<file path="config.mk">
export PLATFORM = sky130hd
export DESIGN_NAME = comparador_pwm_multi
export DESIGN_NICKNAME = d
export VERILOG_FILES = /design/src/rtl/comparador_pwm_multi.sv
export SDC_FILE = /design/constraint.sdc
export NUM_CORES = 1
export LEC_CHECK = 0
export CORE_MARGIN = 4
export CORE_UTILIZATION = 43
export DETAILED_ROUTE_END_ITERATION = 10
export GPL_ROUTABILITY_DRIVEN = 0
export PLACE_DENSITY_LB_ADDON = 0.2
export SYNTH_ARGS = -nofsm -noshare
export SYNTH_HDL_FRONTEND = slang
export SYNTH_SLANG_ARGS = --single-unit
</file>
<file path="constraint.sdc">
create_clock -name clk -period 5 [get_ports clk]
set_input_delay 1 -clock clk [delete_from_list [all_inputs] [get_ports clk]]
set_output_delay 1 -clock clk [all_outputs]
set_load 0.02 [all_outputs]
</file>
<file path="src/rtl/comparador_pwm_multi.sv">
// ----------------------------------------------------------------------------
// comparador_pwm_multi: shared PWM counter, double-buffered multi-channel compare
// Revision: 1.0
// ----------------------------------------------------------------------------
`default_nettype none

module comparador_pwm_multi #(
  parameter int WIDTH    = 10,
  parameter int CHANNELS = 4
) (
  input  logic                clk,
  input  logic                reset,
  input  logic                en,
  input  logic [WIDTH-1:0]    period,
  input  logic                load,
  input  logic [3:0]          ch_sel,
  input  logic [WIDTH-1:0]    duty_in,
  input  logic [CHANNELS-1:0] pol,
  output logic [WIDTH-1:0]    count,
  output logic                wrap,
  output logic [CHANNELS-1:0] comp
);

  logic [WIDTH-1:0]    count_q, count_d;
  logic                wrap_q, wrap_d;
  logic [CHANNELS-1:0] comp_q, comp_d;
  logic [WIDTH-1:0]    pend_q [CHANNELS];
  logic [WIDTH-1:0]    pend_d [CHANNELS];
  logic [WIDTH-1:0]    act_q  [CHANNELS];
  logic [WIDTH-1:0]    act_d  [CHANNELS];
  logic                rollover;

  always_comb begin
    rollover = en & (count_q >= period);
    count_d  = count_q;
    wrap_d   = rollover;
    comp_d   = comp_q;
    if (en) begin
      count_d = rollover ? '0 : count_q + WIDTH'(1);
    end
    for (int i = 0; i < CHANNELS; i++) begin
      pend_d[i] = pend_q[i];
      if (load && (ch_sel == 4'(i))) begin
        pend_d[i] = duty_in;
      end
      // Take the post-write pending value so a load on the rollover edge is forwarded.
      act_d[i] = act_q[i];
      if (!en || rollover) begin
        act_d[i] = pend_d[i];
      end
      if (en) begin
        comp_d[i] = (count_q < act_q[i]) ^ pol[i];
      end
    end
  end

  always_ff @(posedge clk) begin
    if (reset) begin
      count_q <= '0;
      wrap_q  <= 1'b0;
      comp_q  <= '0;
      for (int i = 0; i < CHANNELS; i++) begin
        pend_q[i] <= '0;
        act_q[i]  <= '0;
      end
    end else begin
      count_q <= count_d;
      wrap_q  <= wrap_d;
      comp_q  <= comp_d;
      for (int i = 0; i < CHANNELS; i++) begin
        pend_q[i] <= pend_d[i];
        act_q[i]  <= act_d[i];
      end
    end
  end

  assign count = count_q;
  assign wrap  = wrap_q;
  assign comp  = comp_q;

endmodule

`default_nettype wire

</file>
; Yosys cells after proc, flatten, opt, wreduce, memory -nomap -nowiden
; Memory sizes are Yosys's and may differ from the RTL's.
; Index checks and enable logic that the tools add are counted.
[word_totals]
register_bits = 15
ram_bits = 80
output_inout_bits = 15
elab_cells = 54
mem_count = 2
[op_classes]
add_sub_neg = 1
magnitude_cmp = 5
n_eq_ne = 3
n_mux = 20
bitwise_logic = 13
reduce_logical = 7
[memory_table]
columns = name, words, word_bits, rd, rd_clocked_by_memory_dff, write_ports, line_no
row1 = act_q, 4, 10, 4, 0, 4, 29  ; logic [WIDTH-1:0] act_q [CHANNELS];
row2 = pend_q, 4, 10, 4, 0, 4, 27  ; logic [WIDTH-1:0] pend_q [CHANNELS];
[op_table]
columns = operator, n
row1 = $mux 10, 17
row2 = $lt 10x10->1, 4
row3 = $add 10x1->10 const B, 1
row4 = $ge 10x10->1, 1
row5 = $eq 4x2->1 const B, 2
row6 = $or 1x1->1, 8
row7 = $eq 4x1->1 const B, 1
row8 = $logic_and 1x1->1, 4
row9 = $logic_not 4->1, 1
row10 = $xor 1x1->1, 4
row11 = $mux 1, 3
row12 = $and 1x1->1, 1
row13 = $logic_not 1->1, 1
row14 = $logic_or 1x1->1, 1

; Longest topological paths before layout
; Gate-level depths: netlist of run 1.
[logic_depth]
word_depth = 5
mapped_depth = 9
ltp_nobuf = 7

; Least setup slack after synthesis of run 1
; Ideal clock, no wire load.
[synth_path]
path_kind = input-to-reg
start = input period[3]
end = memory act_q[0][0]
setup_ns = 0.123
arrival_ns = 2.745
required_time_ns = 4.877
setup_slack_ns = 2.131
stages = 8
path_buffers = 1
path_cell_list = inv_1 ha_1 and3_1 o311a_1 a311oi_4 nand2_1 buf_2 mux2_1
[synth_rtl]
columns = item, line_no
row1 = "start, declared", 14  ; input logic [WIDTH-1:0] period,
row2 = "end, declared", 29

==> flow_metrics.py, run 1 <==
metrics = {
    "run_status": {
        "outcome": "complete, no violations",
    },
    "finish": {
        "nFillCells": 1027,
        "seqCellArea_um2": 1900,
        "syn_to_final_growth_pct": 15.0,
        "final_cell_area_um2": 5540,
        "num_antenna_cells": 0,
        "multi_input_area_um2": 2620,
        "final_core_util_pct": 50.9,
        "layout-drive-gt1-share_pct": 4.55,
        "nets": 625,
        "fin_cells": 690,
    },
    "power_and_ir_drop": {
        "irDropWorstVdd_mv": 0.119,
        "p_per_area_nw_per_um2": 249,
        "leakage_nw": 2.26,
    },
    "setup_path": {
        "critPathTopFamily": "buffers and inverters",
        "worst-r2r-setup-slack_ps": 1850,
        "r2r-start": "count[0]$_SDFFE_PP0P_",
        "cp-end-kind": "flop",
        "critPathBufInv": 3,
        "start_kind": "input port",
        "worstPathMaxFanout": 23,
        "reg2reg_to": "act_q[0][9]$_SDFFE_PP0P_",
        "rr_worst_depth": 8,
        "cpMaxStageDelayCell": "nand2_1",
        "required_ps": 5280,
        "path_class": "input port to flop",
        "cp_cell_sequence": "clkdlybuf4s50_1, inv_1, ha_1, and3_1, o311a_1, a311oi_4, nand2_1, buf_4, o31ai_1",
        "cpPeakStageDelay_ps": 610,
        "cp_data_arrival_time_ps": 3840,
    },
    "die": {
        "row_count": 38,
        "pin_count": 47,
        "initial_core_util_pct": 44.3,
        "die_h_um": 114,
        "core_um2": 10900,
        "die_x_um": 114,
        "die_area_um2": 13000,
    },
    "synth": {
        "synth_top_area_share_pct": 39.4,
        "ys_seq_elements": 95,
        "synth_edf_count": 0,
        "yosysMostFrequentCell": "dfxtp_1",
        "synth_area_leaders": "dfxtp_1 (39%), ha_1 (12%), mux2i_1 (8.3%)",
        "avgSynthCellArea_um2": 9.32,
        "ys_warn_count": 0,
        "syn_area_um2": 4820,
        "ys_async_sr_fraction_pct": 0,
        "synth-main-ff-cell": "dfxtp_1",
        "netlist_top_cells_count": "dfxtp_1 (95), nor2_1 (52), ha_1 (47)",
        "seq_area_frac_synth_pct": 39.4,
        "netlist_instances": 517,
        "synth_top_area_cell": "dfxtp_1",
        "synth.distinct_cells": 37,
        "syn-num-nets": 596,
    },
    "hold_path": {
        "min_from": "act_q[3][9]$_SDFFE_PP0P_",
        "hold_depth": 2,
        "hp-class": "flop to flop",
        "whs_endpoint": "act_q[3][9]$_SDFFE_PP0P_",
    },
    "clock_tree": {
        "cts_tree": "done",
        "cts_buffer_depth": 2,
        "cts.clk_slew.worst_paths_ps": 90,
        "htree_levels": 3,
        "ctsHoldBuffers": 0,
        "numCtsBuffers": 9,
        "clock-root-buffer": "clkbuf_8",
        "clock_latency_ps": 370,
        "cts_resized": 0,
        "post-cts-setup-buffer-count": 0,
        "clock-sinks": 95,
    },
    "flow_run": {
        "drv_cap": 0,
    },
    "global_route": {
        "grt_busiest_layer": "met2",
        "grt_max_degree": 106,
        "gr-usage-all-layers_pct": 18.7,
        "overflow": 0,
        "grtUsageMet3_pct": 4.67,
        "antenna_found_initial": 0,
        "grt_pass1_vias": 3705,
        "use_met1_pct": 26.1,
        "grtUsageMet2_pct": 28.6,
        "grt_pass1_wl_mm": 19.1,
    },
    "route": {
        "via_per_inst": 5.46,
        "routed_wl_mm": 11.7,
        "first_pass_iters": 6,
        "drtIter0Drc": 160,
        "route.antenna.remaining_nets": 0,
        "num_vias": 3769,
        "wire_per_inst_um": 16.9,
        "drc": 0,
    },
    "placement": {
        "dp_cells": 675,
        "place_hpwl_mm": 7.96,
        "dpl_cell_area_um2": 5370,
        "port_buffers": 46,
    },
    "timing": {
        "hold_viol": 0,
        "rsz0062_at_grt": "no",
        "min_period_over_period_pct": 71.3,
        "fin_setup_tns_ps": 0,
        "setup_viol": 0,
        "worst_pin_slew_ps": 1110,
        "slew_viol_final": 0,
        "fin_skew_ps": 11.2,
        "slew_headroom_pct": 25.5,
        "period_minus_slack_ps": 3560,
        "fmax_ghz": 0.281,
    },
}
state kept, by name, indices dropped and copies added (netlist names):
register,cells
act_q,40
count,10
comp,4
wrap,1
pend_q,40
logic make-up (layout without fill, tap and decap cells):
kind of cell	count (synthesis)	after routing	share of synthesized area, %
compound gates	123	123	19.0
xor+xnor	7	7	1.27
fa+ha+maj	47	47	12.2
buf+inv	80	113	6.38
flops	95	95	39.4
mux	44	44	9.24
simple gates	121	121	12.5
worst reg2reg max path: cells and delay by family, from the launching register on:
| family | cells | cell delay, ps |
|---|---|---|
| AND/OR/NAND/NOR | 2 | 740 |
| AO/OA/AOI/OAI | 3 | 840 |
| buffers and inverters | 2 | 610 |
| flip-flops | 1 | 590 |
| adder cells (fa/ha/maj) | 1 | 290 |
per-stage QoR:
step | hold WS [ps] | setup WS [ps] | power (mW)
after detailed placement | 472 | 1040 | 0.936
after global routing | 502 | 1270 | 1.44
final | 484 | 1440 | 1.38
after floorplan | 450 | 2130 | 0.873
after CTS | 487 | 1450 | 1.40
after global placement | 464 | 1120 | 0.933
worst max-delay path by stage:
stage	startpoint	to	slack, ps	cells after the start
3_3_place_gp	period[3]	act_q[0][5]$_SDFFE_PP0P_	1120	9
2_1_floorplan	period[3]	act_q[0][0]$_SDFFE_PP0P_	2130	8
6_report	period[3]	act_q[0][9]$_SDFFE_PP0P_	1440	9
4_1_cts	period[3]	act_q[0][8]$_SDFFE_PP0P_	1450	9
3_5_place_dp	period[3]	act_q[0][8]$_SDFFE_PP0P_	1040	9
5_1_grt	period[3]	act_q[1][8]$_SDFFE_PP0P_	1270	9
placed cells by master, fill, tap and decap left out, types with 5 or more instances in the layout:
cell             synthesis  layout
a211o_1                 41      41
a21oi_1                 24      24
buf_4                    0       6
clkbuf_8                 0       9
clkdlybuf4s50_1          0      45
dfxtp_1                 95      95
ha_1                    47      47
inv_1                   46      46
mux2i_1                 40      40
nand2_1                 15      15
nand2b_1                 5       5
nand3_1                  6       6
nand4_1                 14      14
nor2_1                  52      52
o21a_1                   8       8
o21ai_0                  9       9
o31ai_1                 36      36
xor2_1                   7       7
power by group:
| part | internal, mW | switching [mW] |
|---|---|---|
| Clock | 0.180 | 0.282 |
| Combinational | 0.0612 | 0.0794 |
| Sequential | 0.768 | 0.00915 |
layout make-up:
class                           count  share of cell area [%]
Clock buffer                        9                    2.23
Clock inverter                      6                   0.880
Inverter                           47                    3.18
Multi-Input combinational cell    342                    47.3
Sequential cell                    95                    34.3
Tap cell                          140                    3.16
Timing Repair Buffer               51                    8.94
routing by layer:
metal	wire length (um)	part of all wire [%]	vias up
met1	5860	50	1766
li1	-	-	1909
met3	497	4.3	13
met4	198	1.7	0
met5	0	0	-
met2	5110	44	81
Power figures use the tool's default switching activity.
==> run 2, diff against run 1 <==
==> constraint.sdc (replaced) <==
create_clock -name clk -period 3.63 [get_ports clk]
set_input_delay 0.726 -clock clk [delete_from_list [all_inputs] [get_ports clk]]
set_output_delay 0.726 -clock clk [all_outputs]
set_load 0.02 [all_outputs]
==> run 2 against run 1 <==
Effect of this change:
- power increased by 50%
- critical path depth unchanged
- wire length decreased by 0.55%
- via count increased by 1.5%
- worst hold slack got worse by 1.6 ps
- die area unchanged
- cell count increased by 1.0%
- clock power increased by 72%
- register-to-register slack got worse by 850 ps
- flip-flop and latch count unchanged
- combinational power increased by 43%
- largest power group unchanged
==> flow_metrics.py, run 2 (synthesis gave the netlist of run 1 again) <==
metrics = {
    "power_and_ir_drop": {
        "leakage_nw": 2.33,
        "p_per_area_nw_per_um2": 365,
        "switching_share_pct": 23.8,
        "irDropWorstVdd_mv": 0.149,
        "combPwrFrac_pct": 9.7,
        "p_clk_share_pct": 38.5,
        "power.internal_mw": 1.57,
        "seqPwrFrac_pct": 51.8,
        "p_sw_mw": 0.492,
    },
    "timing": {
        "slew_viol_final": 0,
        "fmax_ghz": 0.358,
        "fin_skew_ps": 6.16,
        "slew_headroom_pct": 36.0,
        "hold_viol": 0,
        "setup_viol": 0,
        "min_period_over_period_pct": 76.9,
        "fin_setup_tns_ps": 0,
        "rsz0062_at_grt": "no",
        "worst_pin_slew_ps": 957,
        "period_minus_slack_ps": 2790,
    },
    "route": {
        "via_per_inst": 5.49,
        "wire_per_inst_um": 16.6,
        "first_pass_iters": 4,
        "routed_wl_mm": 11.6,
        "num_vias": 3824,
        "drc": 0,
        "drtIter0Drc": 149,
        "route.antenna.remaining_nets": 0,
    },
    "die": {
        "core_um2": 10900,
        "die_x_um": 114,
        "row_count": 38,
        "die_h_um": 114,
        "pin_count": 47,
        "initial_core_util_pct": 44.3,
        "die_area_um2": 13000,
    },
    "global_route": {
        "overflow": 0,
        "gr-usage-all-layers_pct": 18.2,
        "grt_busiest_layer": "met2",
        "antenna_found_initial": 0,
        "grtUsageMet2_pct": 27.9,
        "grt_pass1_wl_mm": 18.8,
        "grt_pass1_vias": 3750,
        "grtUsageMet3_pct": 3.24,
        "use_met1_pct": 25.6,
        "grt_max_degree": 85,
    },
    "setup_path": {
        "path_class": "input port to flop",
        "cp_data_arrival_time_ps": 3050,
        "cp-end-kind": "flop",
        "start_kind": "input port",
        "critPathLaunch": "period[3]",
        "required_ps": 3890,
        "r2r-start": "count[0]$_SDFFE_PP0P_",
        "worstPathMaxFanout": 40,
    },
    "finish": {
        "seqCellArea_um2": 1900,
        "layout-drive-gt1-share_pct": 5.75,
        "num_antenna_cells": 0,
        "final_cell_mix": "dfxtp_1 (95), nor2_1 (52), ha_1 (47), inv_1 (46), clkdlybuf4s50_1 (45)",
        "nets": 631,
        "multi_input_area_um2": 2620,
        "fin_cells": 697,
        "final_common_cell": "dfxtp_1",
        "nFillCells": 1029,
        "syn_to_final_growth_pct": 17.4,
    },
    "clock_tree": {
        "clock-sinks": 95,
        "cts_resized": 0,
        "post-cts-setup-buffer-count": 0,
        "cts_tree": "done",
        "clock-root-buffer": "clkbuf_8",
        "cts.clk_slew.worst_paths_ps": 90,
        "clock_latency_ps": 370,
        "ctsHoldBuffers": 0,
        "numCtsBuffers": 9,
        "htree_levels": 3,
        "cts_buffer_depth": 2,
    },
    "placement": {
        "dp_cells": 681,
        "port_buffers": 46,
        "place_hpwl_mm": 8.11,
    },
    "flow_run": {
        "drv_cap": 0,
    },
    "hold_path": {
        "hp-class": "flop to flop",
        "min_from": "act_q[1][1]$_SDFFE_PP0P_",
    },
    "run_status": {
        "outcome": "complete, no violations",
    },
}
[run 2: critical path: stages]
cell and delay [ps]:
clkdlybuf4s50_1 450, inv_1 40, ha_1 310, and3_1 200, o311a_1 360, a311oi_4 240
nand2_1 80, buf_4 280, mux2_1 360
[run 2: routing by layer]
layer | vias to the layer above | routed length [um]
met5 | - | 0
met4 | 0 | 212
met3 | 17 | 444
met2 | 80 | 5070
met1 | 1805 | 5870
li1 | 1922 | -
[run 2: through the flow]
| stage | worst slack [ps] | total power [mW] | cell area (um^2) | hold slack, ps | utilization [%] |
|---|---|---|---|---|---|
| 2_1_floorplan | 1030 | 1.20 | 4820 | 450 | - |
| 3_3_place_gp | 488 | 1.29 | 5430 | 466 | 49.9 |
| 3_5_place_dp | 442 | 1.29 | 5430 | 470 | 49.9 |
| 4_1_cts | 832 | 2.08 | 5660 | 487 | 52.0 |
| 5_1_grt | 730 | 2.14 | 5660 | 500 | 52.0 |
| 6_report | 838 | 2.06 | 5660 | 483 | 52.0 |
[run 2: final timing paths]
kind / end / slack, ps / depth (start not counted)
setup / recovery: act_q[0][0]$_SDFFE_PP0P_ / 840 / 9
hold / removal: act_q[1][1]$_SDFFE_PP0P_ / 480 / 2
setup reg to reg: act_q[0][0]$_SDFFE_PP0P_ / 1000 / 8
hold reg to reg: act_q[1][1]$_SDFFE_PP0P_ / 480 / 2
[run 2: cell type report]
| class | instances | area share, % |
|---|---|---|
| clock buffer | 11 | 2.68 |
| inverter | 47 | 3.12 |
| clock inverter | 5 | 1.39 |
| multi-input combinational | 342 | 46.3 |
| sequential | 95 | 33.6 |
| timing repair buffer | 57 | 9.77 |
| tap | 140 | 3.10 |
[run 2: power by group through the flow]
stage | combinational, mW | clock, mW | sequential [mW]
2_1_floorplan | 0.105 | 0 | 1.10
3_3_place_gp | 0.196 | 0 | 1.09
3_5_place_dp | 0.200 | 0 | 1.09
4_1_cts | 0.202 | 0.809 | 1.07
5_1_grt | 0.222 | 0.851 | 1.07
6_report | 0.201 | 0.795 | 1.07
==> run 3, diff against run 2 <==
==> constraint.sdc (replaced) <==
create_clock -name clk -period 2.8 [get_ports clk]
set_input_delay 0.56 -clock clk [delete_from_list [all_inputs] [get_ports clk]]
set_output_delay 0.56 -clock clk [all_outputs]
set_load 0.02 [all_outputs]
==> run 3 against run 2 <==
Effect of this change:
- via count down 0.18%
- flip-flop and latch count did not move
- non-clock buffer count grew 14
- power up 22%
- largest cell class unchanged
- critical path depth unchanged
- sequential power grew 29%
==> flow_metrics.py, run 3 (synthesis gave the netlist of run 1 again) <==
metrics = {
    "global_route": {
        "antenna_found_initial": 0,
        "grt_max_degree": 113,
        "grt_pass1_wl_mm": 19.1,
        "grt_pass1_vias": 3811,
        "overflow": 0,
        "gr-usage-all-layers_pct": 18.4,
    },
    "setup_path": {
        "path_class": "input port to flop",
        "cpPeakStageDelay_ps": 450,
        "worstPathMaxFanout": 15,
        "required_ps": 3070,
        "critPathTopFamily": "compound AO/OA/AOI/OAI gates",
        "worst-r2r-setup-slack_ps": 540,
        "cpMaxStageDelayCell": "clkdlybuf4s50_1",
        "critPathBufInv": 3,
        "start_kind": "input port",
        "cp.depth": 9,
        "rr_worst_depth": 8,
        "reg2reg_to": "act_q[3][4]$_SDFFE_PP0P_",
        "cp_data_arrival_time_ps": 2860,
        "cp-end-kind": "flop",
        "cp_cell_sequence": "clkdlybuf4s50_1, inv_1, ha_1, and3_1, o311a_1, a311oi_4, nand2_1, buf_4, o31ai_1",
        "r2r-start": "count[0]$_SDFFE_PP0P_",
    },
    "hold_path": {
        "whs_endpoint": "act_q[1][4]$_SDFFE_PP0P_",
        "hp-class": "flop to flop",
        "min_from": "act_q[1][4]$_SDFFE_PP0P_",
        "hold_depth": 2,
    },
    "clock_tree": {
        "clock_latency_ps": 360,
        "post-cts-setup-buffer-count": 0,
        "cts_resized": 0,
        "cts.clk_slew.worst_paths_ps": 90,
        "clock-sinks": 95,
        "cts_tree": "done",
        "htree_levels": 3,
        "clock-root-buffer": "clkbuf_8",
        "ctsHoldBuffers": 0,
        "numCtsBuffers": 9,
        "cts_buffer_depth": 2,
    },
    "timing": {
        "hold_viol": 0,
        "worst_pin_slew_ps": 1080,
        "setup_viol": 0,
        "fin_skew_ps": 10.9,
        "fin_setup_tns_ps": 0,
        "rsz0062_at_grt": "no",
        "period_minus_slack_ps": 2590,
        "slew_viol_final": 0,
        "fmax_ghz": 0.386,
        "min_period_over_period_pct": 92.4,
        "slew_headroom_pct": 27.7,
        "fin_ws_ps": 212,
    },
    "route": {
        "routed_wl_mm": 11.6,
        "num_vias": 3817,
        "drc": 0,
        "route.antenna.remaining_nets": 0,
        "drtIter0Drc": 247,
        "first_pass_iters": 4,
        "wire_per_inst_um": 16.3,
        "via_per_inst": 5.38,
    },
    "finish": {
        "final_common_cell": "dfxtp_1",
        "nFillCells": 1003,
        "fin_cells": 710,
        "num_antenna_cells": 0,
        "layout-drive-gt1-share_pct": 7.54,
        "syn_to_final_growth_pct": 19.5,
        "nets": 645,
        "final_cell_mix": "dfxtp_1 (95), nor2_1 (52), ha_1 (47), inv_1 (46), clkdlybuf4s50_1 (45)",
        "final_cell_area_um2": 5760,
    },
    "placement": {
        "post-place-ws_ps": -171,
        "dp_cells": 695,
        "place_hpwl_mm": 8.37,
        "port_buffers": 46,
        "dpl_cell_area_um2": 5580,
    },
    "die": {
        "die_h_um": 114,
        "core_um2": 10900,
        "die_area_um2": 13000,
        "row_count": 38,
        "die_x_um": 114,
        "initial_core_util_pct": 44.3,
        "pin_count": 47,
    },
    "run_status": {
        "outcome": "complete, no violations",
    },
    "power_and_ir_drop": {
        "power_mw": 2.51,
        "p_per_area_nw_per_um2": 436,
        "leakage_nw": 2.39,
        "irDropWorstVdd_mv": 0.210,
    },
    "flow_run": {
        "drv_cap": 0,
    },
}
[run 3: changes by cell type in the layout (fill, tap and decap cells not counted), sizes merged]
cell,change
buf,+14
bufinv,-1
clkinvlp,+1
inv,-1
[run 3: per-layer routing]
layer	vias up	part of all wire (%)	track usage [%]
met5	-	0	0
met3	16	4.3	4.30
met2	74	45	29.6
met1	1773	50	24.8
li1	1954	-	-
met4	0	1.4	4.99
[run 3: final cells by class]
class	count	area, um^2	area share [%]
Multi-Input combinational cell	342	2620	45.5
Sequential cell	95	1900	33.0
Timing Repair Buffer	71	708	12.3
Inverter	47	176	3.06
Tap cell	140	175	3.04
Clock buffer	11	131	2.28
Clock inverter	4	47.5	0.825
[run 3: report_power, final]
part | leakage (nW) | switching (mW) | internal, mW
Sequential | 0.767 | 0.00832 | 1.37
Combinational | 1.54 | 0.154 | 0.120
Clock | 0.0892 | 0.454 | 0.406
[run 3: worst register-to-register path: stages, from the launching register on]
cell and delay, ps:
dfxtp_1 340, inv_1 60, ha_1 260, nand2b_1 140, a211o_1 330, a311oi_4 300, nand2_1 260, buf_4 280
o31ai_1 200
[run 3: through the flow]
stage | hold WS [ps] | utilization [%]
after global routing | 503 | 52.9
after global placement | 462 | 51.3
after CTS | 485 | 52.9
after floorplan | 450 | -
final | 483 | 52.9
after detailed placement | 469 | 51.3
[run 3: worst max path at each step]
stage / start / to
final: period[3] / act_q[3][4]$_SDFFE_PP0P_
after global routing: period[3] / act_q[3][1]$_SDFFE_PP0P_
after CTS: period[3] / act_q[3][4]$_SDFFE_PP0P_
after detailed placement: period[3] / act_q[3][4]$_SDFFE_PP0P_
after global placement: period[9] / count[3]$_SDFFE_PP0P_
after floorplan: count[0]$_SDFFE_PP0P_ / act_q[0][0]$_SDFFE_PP0P_
